`src/rtl/periph_bus_master.sv`:
```
// Bus initiator for the peripheral register block: one READ/WRITE/POLL per command, one response each.
// Optional POLL timeout is enabled by defining POLL_TIMEOUT_EN.
module periph_bus_master #(
  parameter int WIDTH      = 64,
  parameter int AW         = 2,
  parameter int POLL_LIMIT = 256
) (
  input  logic             clk,
  input  logic             rst_n,
  input  logic             cmd_valid,
  output logic             cmd_ready,
  input  logic [1:0]       cmd_op,
  input  logic [AW-1:0]    cmd_addr,
  input  logic [WIDTH-1:0] cmd_wdata,
  input  logic [WIDTH-1:0] cmd_mask,
  output logic             rsp_valid,
  input  logic             rsp_ready,
  output logic [WIDTH-1:0] rsp_rdata,
  output logic             rsp_err,
  output logic             wen,
  output logic             ren,
  output logic [AW-1:0]    a,
  output logic [WIDTH-1:0] wd,
  input  logic [WIDTH-1:0] rd
);

  localparam logic [1:0] S_IDLE   = 2'd0;
  localparam logic [1:0] S_ACCESS = 2'd1;
  localparam logic [1:0] S_POLL   = 2'd2;
  localparam logic [1:0] S_RESP   = 2'd3;

  localparam logic [1:0] OP_READ  = 2'b00;
  localparam logic [1:0] OP_WRITE = 2'b01;
  localparam logic [1:0] OP_POLL  = 2'b10;

  logic [1:0]       r_state;
  logic [WIDTH-1:0] r_wdata;
  logic [WIDTH-1:0] r_mask;
  logic             w_poll_match;
  logic             w_poll_timeout;

  function automatic logic f_masked_eq(input logic [WIDTH-1:0] value,
                                       input logic [WIDTH-1:0] ref_value,
                                       input logic [WIDTH-1:0] mask);
    return ((value & mask) == (ref_value & mask));
  endfunction

  assign w_poll_match = f_masked_eq(rd, r_wdata, r_mask);

`ifdef POLL_TIMEOUT_EN
  localparam int CW = $clog2(POLL_LIMIT + 1);
  logic [CW-1:0] r_poll_cnt;

  // The current read is the last allowed one when POLL_LIMIT-1 reads have already missed.
  assign w_poll_timeout = (r_poll_cnt == CW'(POLL_LIMIT - 1));

  // Poll read counter: cleared outside POLL, saturating inside it.
  always_ff @(posedge clk or negedge rst_n) begin
    if (!rst_n) begin
      r_poll_cnt <= {CW{1'b0}};
    end else if (r_state != S_POLL) begin
      r_poll_cnt <= {CW{1'b0}};
    end else if (r_poll_cnt != CW'(POLL_LIMIT)) begin
      r_poll_cnt <= r_poll_cnt + CW'(1);
    end else begin
      r_poll_cnt <= r_poll_cnt;
    end
  end
`else
  // Without the timeout build a POLL never expires.
  assign w_poll_timeout = 1'b0 && (POLL_LIMIT > 0);
`endif

  // Command FSM with registered bus and response outputs.
  always_ff @(posedge clk or negedge rst_n) begin
    if (!rst_n) begin
      r_state   <= S_IDLE;
      r_wdata   <= {WIDTH{1'b0}};
      r_mask    <= {WIDTH{1'b0}};
      cmd_ready <= 1'b0;
      rsp_valid <= 1'b0;
      rsp_rdata <= {WIDTH{1'b0}};
      rsp_err   <= 1'b0;
      wen       <= 1'b0;
      ren       <= 1'b0;
      a         <= {AW{1'b0}};
      wd        <= {WIDTH{1'b0}};
    end else begin
      case (r_state)
        S_IDLE: begin
          if (cmd_valid && cmd_ready) begin
            cmd_ready <= 1'b0;
            a         <= cmd_addr;
            r_wdata   <= cmd_wdata;
            r_mask    <= cmd_mask;
            case (cmd_op)
              OP_READ: begin
                ren     <= 1'b1;
                r_state <= S_ACCESS;
              end
              OP_WRITE: begin
                wen     <= 1'b1;
                wd      <= cmd_wdata;
                r_state <= S_ACCESS;
              end
              OP_POLL: begin
                ren     <= 1'b1;
                r_state <= S_POLL;
              end
              default: begin
                rsp_valid <= 1'b1;
                rsp_err   <= 1'b1;
                rsp_rdata <= {WIDTH{1'b0}};
                r_state   <= S_RESP;
              end
            endcase
          end else begin
            cmd_ready <= 1'b1;
          end
        end
        S_ACCESS: begin
          // wen still high here means this was a WRITE, which returns zero data.
          rsp_rdata <= wen ? {WIDTH{1'b0}} : rd;
          rsp_err   <= 1'b0;
          rsp_valid <= 1'b1;
          wen       <= 1'b0;
          ren       <= 1'b0;
          r_state   <= S_RESP;
        end
        S_POLL: begin
          if (w_poll_match || w_poll_timeout) begin
            rsp_rdata <= rd;
            rsp_err   <= !w_poll_match;
            rsp_valid <= 1'b1;
            ren       <= 1'b0;
            r_state   <= S_RESP;
          end else begin
            ren <= 1'b1;
          end
        end
        S_RESP: begin
          if (rsp_ready) begin
            rsp_valid <= 1'b0;
            cmd_ready <= 1'b1;
            r_state   <= S_IDLE;
          end else begin
            rsp_valid <= 1'b1;
          end
        end
        default: begin
          wen       <= 1'b0;
          ren       <= 1'b0;
          rsp_valid <= 1'b0;
          cmd_ready <= 1'b0;
          r_state   <= S_IDLE;
        end
      endcase
    end
  end

endmodule

```
`config.mk`:
```
export PLATFORM = sky130hd
export DESIGN_NAME = periph_bus_master
export DESIGN_NICKNAME = d
export VERILOG_FILES = /design/src/rtl/periph_bus_master.sv
export SDC_FILE = /design/constraint.sdc
export NUM_CORES = 1
export LEC_CHECK = 0
export ABC_AREA = 1
export BUFFER_PORTS_ARGS = -buffer_cell sky130_fd_sc_hd__buf_2
export CAP_MARGIN = 20
export CORE_MARGIN = 2
export CORE_UTILIZATION = 25
export DETAILED_ROUTE_END_ITERATION = 7
export HOLD_SLACK_MARGIN = 0.1
export PLACE_DENSITY_LB_ADDON = 0.3
export SYNTH_ARGS = -nofsm -noshare
export SYNTH_HDL_FRONTEND = slang
export SYNTH_SLANG_ARGS = --single-unit
```
`constraint.sdc`:
```
create_clock -name clk -period 1.7 [get_ports clk]
set_input_delay 0.085 -clock clk [delete_from_list [all_inputs] [get_ports clk]]
set_output_delay 0.085 -clock clk [all_outputs]
set_load 0.01 [all_outputs]
```
Word level (Yosys, flattened, before mapping)
Index checks and enable logic that the tools add are counted.
{ "word_totals": {"elab_cells": 70, "out_inout_bits": 135, "ff_bits": 265} }
{ "op_classes": {"n_eq_ne": 12, "reduce_logical": 18, "bitwise": 2, "muxes": 27} }
{ "ops": {"columns": ["op", "count"], "rows": [
  ["64-bit 2-to-1 mux", 4],
  ["64-bit one-hot mux with 3 select lines", 1],
  ["64-bit AND", 2],
  ["64-bit == test", 1],
  ["3-bit AND reduction", 5],
  ["1-bit 2-to-1 mux", 12],
  ["2-bit != test, second input constant", 5],
  ["2-bit one-hot mux with 4 select lines", 1],
  ["2-bit == test, second input constant", 3],
  ["2-bit 2-to-1 mux", 3],
  ["1-bit one-hot mux with 3 select lines", 2],
  ["2-bit by 1-bit == test with 1-bit output, second input constant", 2],
  ["2-bit zero test", 2],
  ["1-bit one-hot mux with 2 select lines", 2],
  ["1-bit one-hot mux with 4 select lines", 1],
  ["2-bit one-hot mux with 2 select lines", 1],
  ["2-bit AND reduction", 2],
  ["4-bit AND reduction", 1],
  ["2-bit nonzero test", 2],
  ["2-bit OR reduction", 2],
  ["3-bit nonzero test", 1],
  ["3-bit OR reduction", 1],
  ["2-bit by 1-bit != test with 1-bit output, second input constant", 1],
  ["1-bit logical AND", 1],
  ["1-bit zero test", 1]
]} }

Depth between registers and ports, before layout
Gate-level depths: netlist (run 1).
{ "logic_depth": {"depth_word": 5, "ltp_mapped": 15, "mapped_depth_nobuf": 13} }

Worst setup path before layout (run 1)
No wires, ideal clock.
{ "synth_path": {"kind": "flip-flop to flip-flop", "startpoint": "register r_state[0]", "endpoint": "register rsp_rdata[0]", "setup_slack_ns": -0.150, "setup_ns": 0.118, "period_less_slack_ns": 1.850, "arrival_time_ns": 1.732, "path_stages_with_launch": 14, "path_buffers": 2, "path_cell_list": "dfrtp_1 inv_1 ha_1 inv_1 nor2_2 inv_2 o21ai_0 nand2_1 inv_1 nand2_4 buf_6 buf_6 nand2_1 o21ai_2"} }
{ "synth_between": {"elab_chain_len": 3, "elab_cells_between_ends": 9, "classes_between": "5 x eq/ne; 1 x mux; 3 x reduce/logical"} }
{ "synth_rtl": {"columns": ["element", "line", "rtl"], "rows": [
  ["start, declared", "36", "logic [1:0] r_state;"],
  ["start signal, assigned", "77", "r_state <= S_IDLE;"],
  ["start signal, assigned", "99", "r_state <= S_ACCESS;"],
  ["start signal, assigned", "104", "r_state <= S_ACCESS;"],
  ["2-bit == test (tied with other cells)", "89", "case (r_state)"],
  ["2-bit != test (no line) / 3-bit nonzero test (equally long branches)", null, null],
  ["4-bit AND reduction (no line)", null, null],
  ["end signal, assigned", "82", "rsp_rdata <= {WIDTH{1'b0}};"],
  ["end signal, assigned", "113", "rsp_rdata <= {WIDTH{1'b0}};"],
  ["end signal, assigned", "123", "rsp_rdata <= wen ? {WIDTH{1'b0}} : rd;"],
  ["end, declared", "18", "output logic [WIDTH-1:0] rsp_rdata,"]
]} }
Parallel ways exist; a longest one is shown, timed or not.
A chain may end at the register's enable or synchronous reset.

Worst setup path in the final report (run 1)
{ "layout_path": {"startpoint": "register r_wdata[54]", "endpoint": "register rsp_rdata[22]"} }
{ "layout_between": {"elab_chain_len": 4} }
{ "layout_rtl": {"columns": ["element", "line", "rtl"], "rows": [
  ["start, declared", "37", "logic [WIDTH-1:0] r_wdata;"],
  ["start signal, assigned", "78", "r_wdata <= {WIDTH{1'b0}};"],
  ["start signal, assigned", "94", "r_wdata <= cmd_wdata;"],
  ["64-bit AND", "45", "return ((value & mask) == (ref_value & mask));"],
  ["64-bit == test", "45", null],
  ["2-bit != test (no line)", null, null],
  ["4-bit AND reduction (no line)", null, null]
]} }
Every way passes these cells.

==> impl_metrics.yaml, run 1 <==
outcome:
  outcome: "finished, violations left"
  violations: "setup timing"
setup_path:
  cp_top_family: "simple AND/OR/NAND/NOR gates"
  arrival_ps: 2490
  cpPeakStageDelay_ps: 390
  crit_required_ps: 2120
  worstSetupPathType: "flip-flop to flip-flop"
  cpMaxStageDelayCell: "dfrtp_1"
  crit_buf_inv: 3
  critPathLaunchType: "flip-flop"
  worst_setup_path_end_kind: "flip-flop"
  critPathMaxFanout: 9
  crit_chain: "nor2_1 -> nor2_1 -> nor2_1 -> buf_4 -> nand2_1 -> nor2_4 -> nand2_2 -> nor2_4 -> nand2_2 -> nand2_4 -> nand2_8 -> buf_12 -> clkbuf_16 -> nand2_2 -> o21ai_1"
cts:
  clk_latency_ps: 540
  cts_buffer_depth: 3
  cts_sinks: 265
  cts.htree.levels: 2
  cts_tree: "yes"
  root_buffer: "clkbuf_16"
  numCtsBuffers: 34
  path_clk_slew_ps: 60
route:
  postRouteWirelength_um: 44700
  drc: 0
  drt_iter0_markers: 627
  first_pass_iters: 6
  vias: 11500
  vias_per_cell: 4.33
  postRouteAntennaNets: 0
  wl_per_cell_um: 16.9
die:
  ios: 335
  dieHeight_um: 219
  core_um2: 45500
  dieArea_um2: 47800
  dieWidth_um: 219
  rows: 78
  start_util_pct: 25.3
sta:
  relSlewSlack_pct: 70.5
  finalMaxSlewViolations: 0
  fin_crit_sh_pct: 122
  finalSetupViolations: 115
  fin_setup_tns_ps: -24080
  fin_ws_ps: -371
  worstMarginPinSlew_ps: 442
  fin_worst_skew_ps: 17.7
  fmaxAchievable_mhz: 483
  finalHoldViolCount: 0
  fin_crit_ps: 2070
  grt_setup_unrepaired: "yes"
global_route:
  grt_antenna_before_repair: 3
  gr-total-overflow: 0
  grt_pass1_wl_um: 63400
  grt_max_degree: 61
  grtUsageTotal_pct: 17.4
  grt_pass1_vias: 11300
synthesis:
  yosysSeqAreaShare_pct: 57.6
  synth_nets: 1605
  yosysWarnings: 0
  ys_types: 24
  synth_cells: 1400
  syn_avg_cell_area_um2: 8.23
  yosys_register_bits: 265
  syn-cell-area_um2: 11500
place:
  place_congestion: 0.804
  io_buffers: 334
  pre_cts_slack_ps: -423
  dpl.cell_count: 2355
  dp_hpwl_um: 28100
final_layout:
  final_nets: 2233
  syn2layout_area_growth_pct: 62.0
  layoutNonFillerInstCount: 2649
  drive_gt1_share_pct: 30.9
pwr:
  leakagePower_nw: 9.74
  powerDensity_nw_per_um2: 1860
  ir_drop_mv: 0.892
hold_path:
  hp-class: "primary input to flip-flop"
job:
  drv_cap: 0
-- repair_timing --
item,4_1_cts,5_1_grt
setup endpoints to repair,69,101
setup buffers,6,9
endpoints found under the hold margin,528,0
hold buffers,199,0
pin swaps,4,9
resized for setup,49,105
gates cloned,8,16
-- power breakdown --
group	internal, mW	total [mW]	switching [mW]
registers	9.37	11.4	2.04
logic	7.44	16.6	9.13
clock network	3.97	6.76	2.80
total	20.8	34.7	14.0
-- per-stage QoR --
stage / instance area, um2 / hold WS [ps] / power [mW] / util [%]
6_report: 18700 / 162 / 34.7 / 41.0
3_5_place_dp: 14500 / 50.0 / 23.7 / 31.9
2_1_floorplan: 11500 / -211 / 18.2 / -
3_3_place_gp: 14500 / 43.0 / 23.5 / 31.9
4_1_cts: 17900 / 106 / 33.1 / 39.4
5_1_grt: 18700 / 153 / 37.2 / 41.0
-- cell usage in the layout, fill, tap and decap left out, types with 4 or more instances in the layout --
cell             n
dlygate4sd3_1  199
clkbuf_16       47
buf_4           70
nor2_2          12
ha_1             4
inv_1           84
nand2_4         21
buf_6            7
nand3b_1        12
o21ai_1         35
nor2_1         124
buf_16          12
nand2_1        544
clkbuf_1        11
buf_8            7
clkinv_2         5
nand2_2         32
dfrtp_1        265
buf_2          333
nand3_1          6
o21ai_2         52
nor2_4           5
o21ai_0        122
buf_12          14
-- routing by layer --
metal / vias up / wire length [um] / track usage, %
met4: 2 / 1220 / 5.59
met5: - / 8 / 0
met2: 319 / 21600 / 29.5
li1: 5632 / - / -
met1: 5426 / 19800 / 22.5
met3: 78 / 2050 / 3.13
-- worst reg2reg max path, delay by kind of cell (launching register included) --
kind | cells | cell delay (ps)
AND/OR/NAND/NOR | 11 | 970
buffers and inverters | 3 | 530
flip-flops | 1 | 390
AO/OA/AOI/OAI | 1 | 60
-- layout make-up --
class,count,area (um2)
inverters,89,342
fillers,4564,26800
multi-input cells,984,4660
clock buffers,47,931
flip-flops and latches,265,6630
clock inverters,8,72.6
repair buffers,654,5280
well taps,600,751
diodes,2,5.00
-- synth_stat cells (all sizes together) --
cell type / count / area share [%]
a21boi: 2 / 0.13
a21oi: 1 / 0.043
a22oi: 1 / 0.065
buf: 14 / 1.2
clkbuf: 48 / 1.6
dfrtp: 265 / 58
ha: 5 / 0.54
inv: 89 / 2.9
mux2: 1 / 0.098
nand2: 598 / 20
nand3: 8 / 0.35
nand3b: 12 / 0.78
nand4: 3 / 0.16
nor2: 141 / 4.6
o211ai: 1 / 0.065
o21a: 1 / 0.065
o21ai: 210 / 10
-- sequential cells by signal, summed over array words and instances (netlist names), 2 cells and up --
register	count
a	2
r_mask	64
r_state	2
r_wdata	64
rsp_rdata	64
wd	64
-- worst paths after layout --
| kind | start | to | slack, ps | cells past startpoint |
|---|---|---|---|---|
| worst max-delay path | r_wdata[54] | rsp_rdata[22] | -370 | 15 |
| worst min-delay path | cmd_op[1] | r_state[0] | 160 | 6 |
| worst max register to register | r_wdata[54] | rsp_rdata[22] | -370 | 15 |
| worst min register to register | r_mask[27] | r_mask[27] | 470 | 2 |
| max in group asynchronous | rst_n | r_mask[5] | 350 | 4 |
| min in group asynchronous | rst_n | r_mask[55] | 600 | 3 |
-- cells by family after synthesis --
logic type      share of synthesized area (%)
compound gates                           10.6
flops                                    57.6
simple gates                             25.5
buf+inv                                  5.65
fa+ha+maj                               0.543
mux                                    0.0977
No activity file was read; power rests on OpenSTA's default activity.
==> run 2: changes to the inputs <==
- CELL_PAD_IN_SITES_DETAIL_PLACEMENT: default -> 0
- CELL_PAD_IN_SITES_GLOBAL_PLACEMENT: default -> 2
==> run 2 against run 1 <==
Against the previous run:
- the flow still finishes with violations (setup timing)
- design area is 4.0% higher
- highest routed layer unchanged
- first-iteration DRC count up 2.4%
- critical path depth down 1
- clock power up 15%
- worst setup slack gained 76 ps
- worst hold slack gained 120 ps
- flip-flop and latch count unchanged
- total power grew 4.9%
- final cell count rose by 0.42%
==> impl_metrics.yaml, run 2 (synthesis results as in run 1) <==
route:
  vias_per_cell: 4.30
  wl_per_cell_um: 17.7
  first_pass_iters: 5
  drt_iter0_markers: 642
  postRouteAntennaNets: 0
  postRouteWirelength_um: 47200
  vias: 11400
  drc: 0
die:
  core_um2: 45500
  rows: 78
  ios: 335
  start_util_pct: 25.3
  dieArea_um2: 47800
  dieHeight_um: 219
  dieWidth_um: 219
hold_path:
  hold_path_depth: 4
  worstHoldStart: "cmd_mask[41]"
  hp-class: "primary input to flip-flop"
  hold_end: "r_mask[41]"
global_route:
  grtUsageTotal_pct: 17.1
  grt_pass1_wl_um: 62800
  grt_max_degree: 86
  gr-total-overflow: 0
  grt_pass1_vias: 11000
  grt_antenna_before_repair: 3
place:
  dp_hpwl_um: 28600
  place_congestion: 0.743
  pre_cts_slack_ps: -348
  io_buffers: 334
setup_path:
  worstSetupPathType: "flip-flop to flip-flop"
  rr_endpoint: "rsp_rdata[30]"
  worst_setup_path_end_kind: "flip-flop"
  crit_chain: "nor2_1 -> nor2_1 -> buf_4 -> nor2_2 -> nand2_1 -> nor2_1 -> nand2_1 -> nor2_2 -> nand2_4 -> nand2_8 -> nand2_8 -> clkbuf_16 -> nand2_2 -> o21ai_1"
  r2r_slack_ps: -300
  cpPeakStageDelay_ps: 390
  arrival_ps: 2410
  crit_path_frequent_cell: "nor2_1"
  startpoint: "r_wdata[2]"
  r2r-start: "r_wdata[2]"
  cp_top_family: "simple AND/OR/NAND/NOR gates"
  crit_required_ps: 2120
  critPathMaxFanout: 7
  cpMaxStageDelayCell: "dfrtp_1"
  crit_buf_inv: 2
  reg2reg_depth: 14
  critPathLaunchType: "flip-flop"
cts:
  path_clk_slew_ps: 60
  numCtsBuffers: 35
  cts_tree: "yes"
  cts_sinks: 265
  cts_buffer_depth: 3
  cts.htree.levels: 2
  clk_latency_ps: 540
  root_buffer: "clkbuf_16"
sta:
  fin_ws_ps: -295
  holdWs_ps: 279
  fin_crit_ps: 2000
  fmaxAchievable_mhz: 501
  finalSetupViolations: 78
  finalHoldViolCount: 0
  grt_setup_unrepaired: "yes"
  relSlewSlack_pct: 70.3
  finalMaxSlewViolations: 0
  fin_worst_skew_ps: 17.9
  fin_crit_sh_pct: 117
  fin_setup_tns_ps: -18020
  worstMarginPinSlew_ps: 446
final_layout:
  most-common-layout-cells: "nand2_1 (483), buf_2 (333), dfrtp_1 (265), dlygate4sd3_1 (200), nor2_1 (127)"
  multi_input_area_um2: 5070
  layout_commonest_cell: "nand2_1"
  fill_cells: 4607
  final_nets: 2243
  seq_area_um2: 6630
  drive_gt1_share_pct: 35.4
  syn2layout_area_growth_pct: 68.5
pwr:
  total_power_mw: 36.4
  leakagePower_nw: 10.1
  ir_drop_mv: 0.771
  powerDensity_nw_per_um2: 1880
outcome:
  violations: "setup timing"
  outcome: "finished, violations left"
job:
  drv_cap: 0
-- run 2: changes by cell type in the layout (fill, tap and decap cells not counted), moves of 9 or more --
| cell | delta |
|---|---|
| buf_6 | +9 |
| nand2_2 | +33 |
| o21ai_1 | +24 |
| nand2_4 | +27 |
| o21ai_2 | +20 |
| o21ai_0 | -43 |
| nand2_1 | -61 |
-- run 2: worst min-delay path, stage by stage --
cell and delay, ps:
dlygate4sd3_1 510, buf_2 90, nand2_1 50, nand2_1 50
-- run 2: what timing repair did --
item,CTS,global route
buffers inserted,15,6
hold endpoints to repair,528,0
resized for setup,51,269
setup endpoints to repair,82,223
cloned,3,31
pin swaps,4,16
hold buffers,200,0
-- run 2: per-stage QoR --
stage          cell area [um2]  util (%)  std cells
2_1_floorplan            11500         -       1400
3_3_place_gp             14500      31.9       2351
3_5_place_dp             14500      31.9       2351
4_1_cts                  18000      39.7       2626
5_1_grt                  19400      42.7       2659
6_report                 19400      42.7       2660
-- run 2: worst max-delay path by stage --
| stage | endpoint | slack (ps) | depth (start not counted) |
|---|---|---|---|
| 5_1_grt | rsp_rdata[27] | -480 | 14 |
| 2_1_floorplan | rsp_rdata[0] | 20 | 13 |
| 3_5_place_dp | rsp_rdata[22] | -350 | 14 |
| 3_3_place_gp | rsp_rdata[21] | -290 | 14 |
| 6_report | rsp_rdata[30] | -300 | 14 |
| 4_1_cts | rsp_rdata[10] | -270 | 15 |
-- run 2: metal layers --
metal	share of wire (%)	wire, um	global-route usage, %
met5	0.023	11	0
met2	47	22100	27.9
met4	2.0	952	5.09
met1	47	22200	23.0
met3	4.1	1940	3.10
-- run 2: cell type report --
| type | instances | area share [%] |
|---|---|---|
| antenna | 2 | 0.0258 |
| clock buffer | 44 | 5.11 |
| clock inverter | 13 | 0.999 |
| inverter | 89 | 1.76 |
| multi-input combinational | 986 | 26.1 |
| sequential | 265 | 34.2 |
| tap | 600 | 3.87 |
| timing repair buffer | 661 | 27.9 |
-- run 2: power by group --
group	switching, mW	internal (mW)
Sequential	2.21	9.37
Combinational	9.46	7.66
Clock	2.90	4.86
Total	14.6	21.9
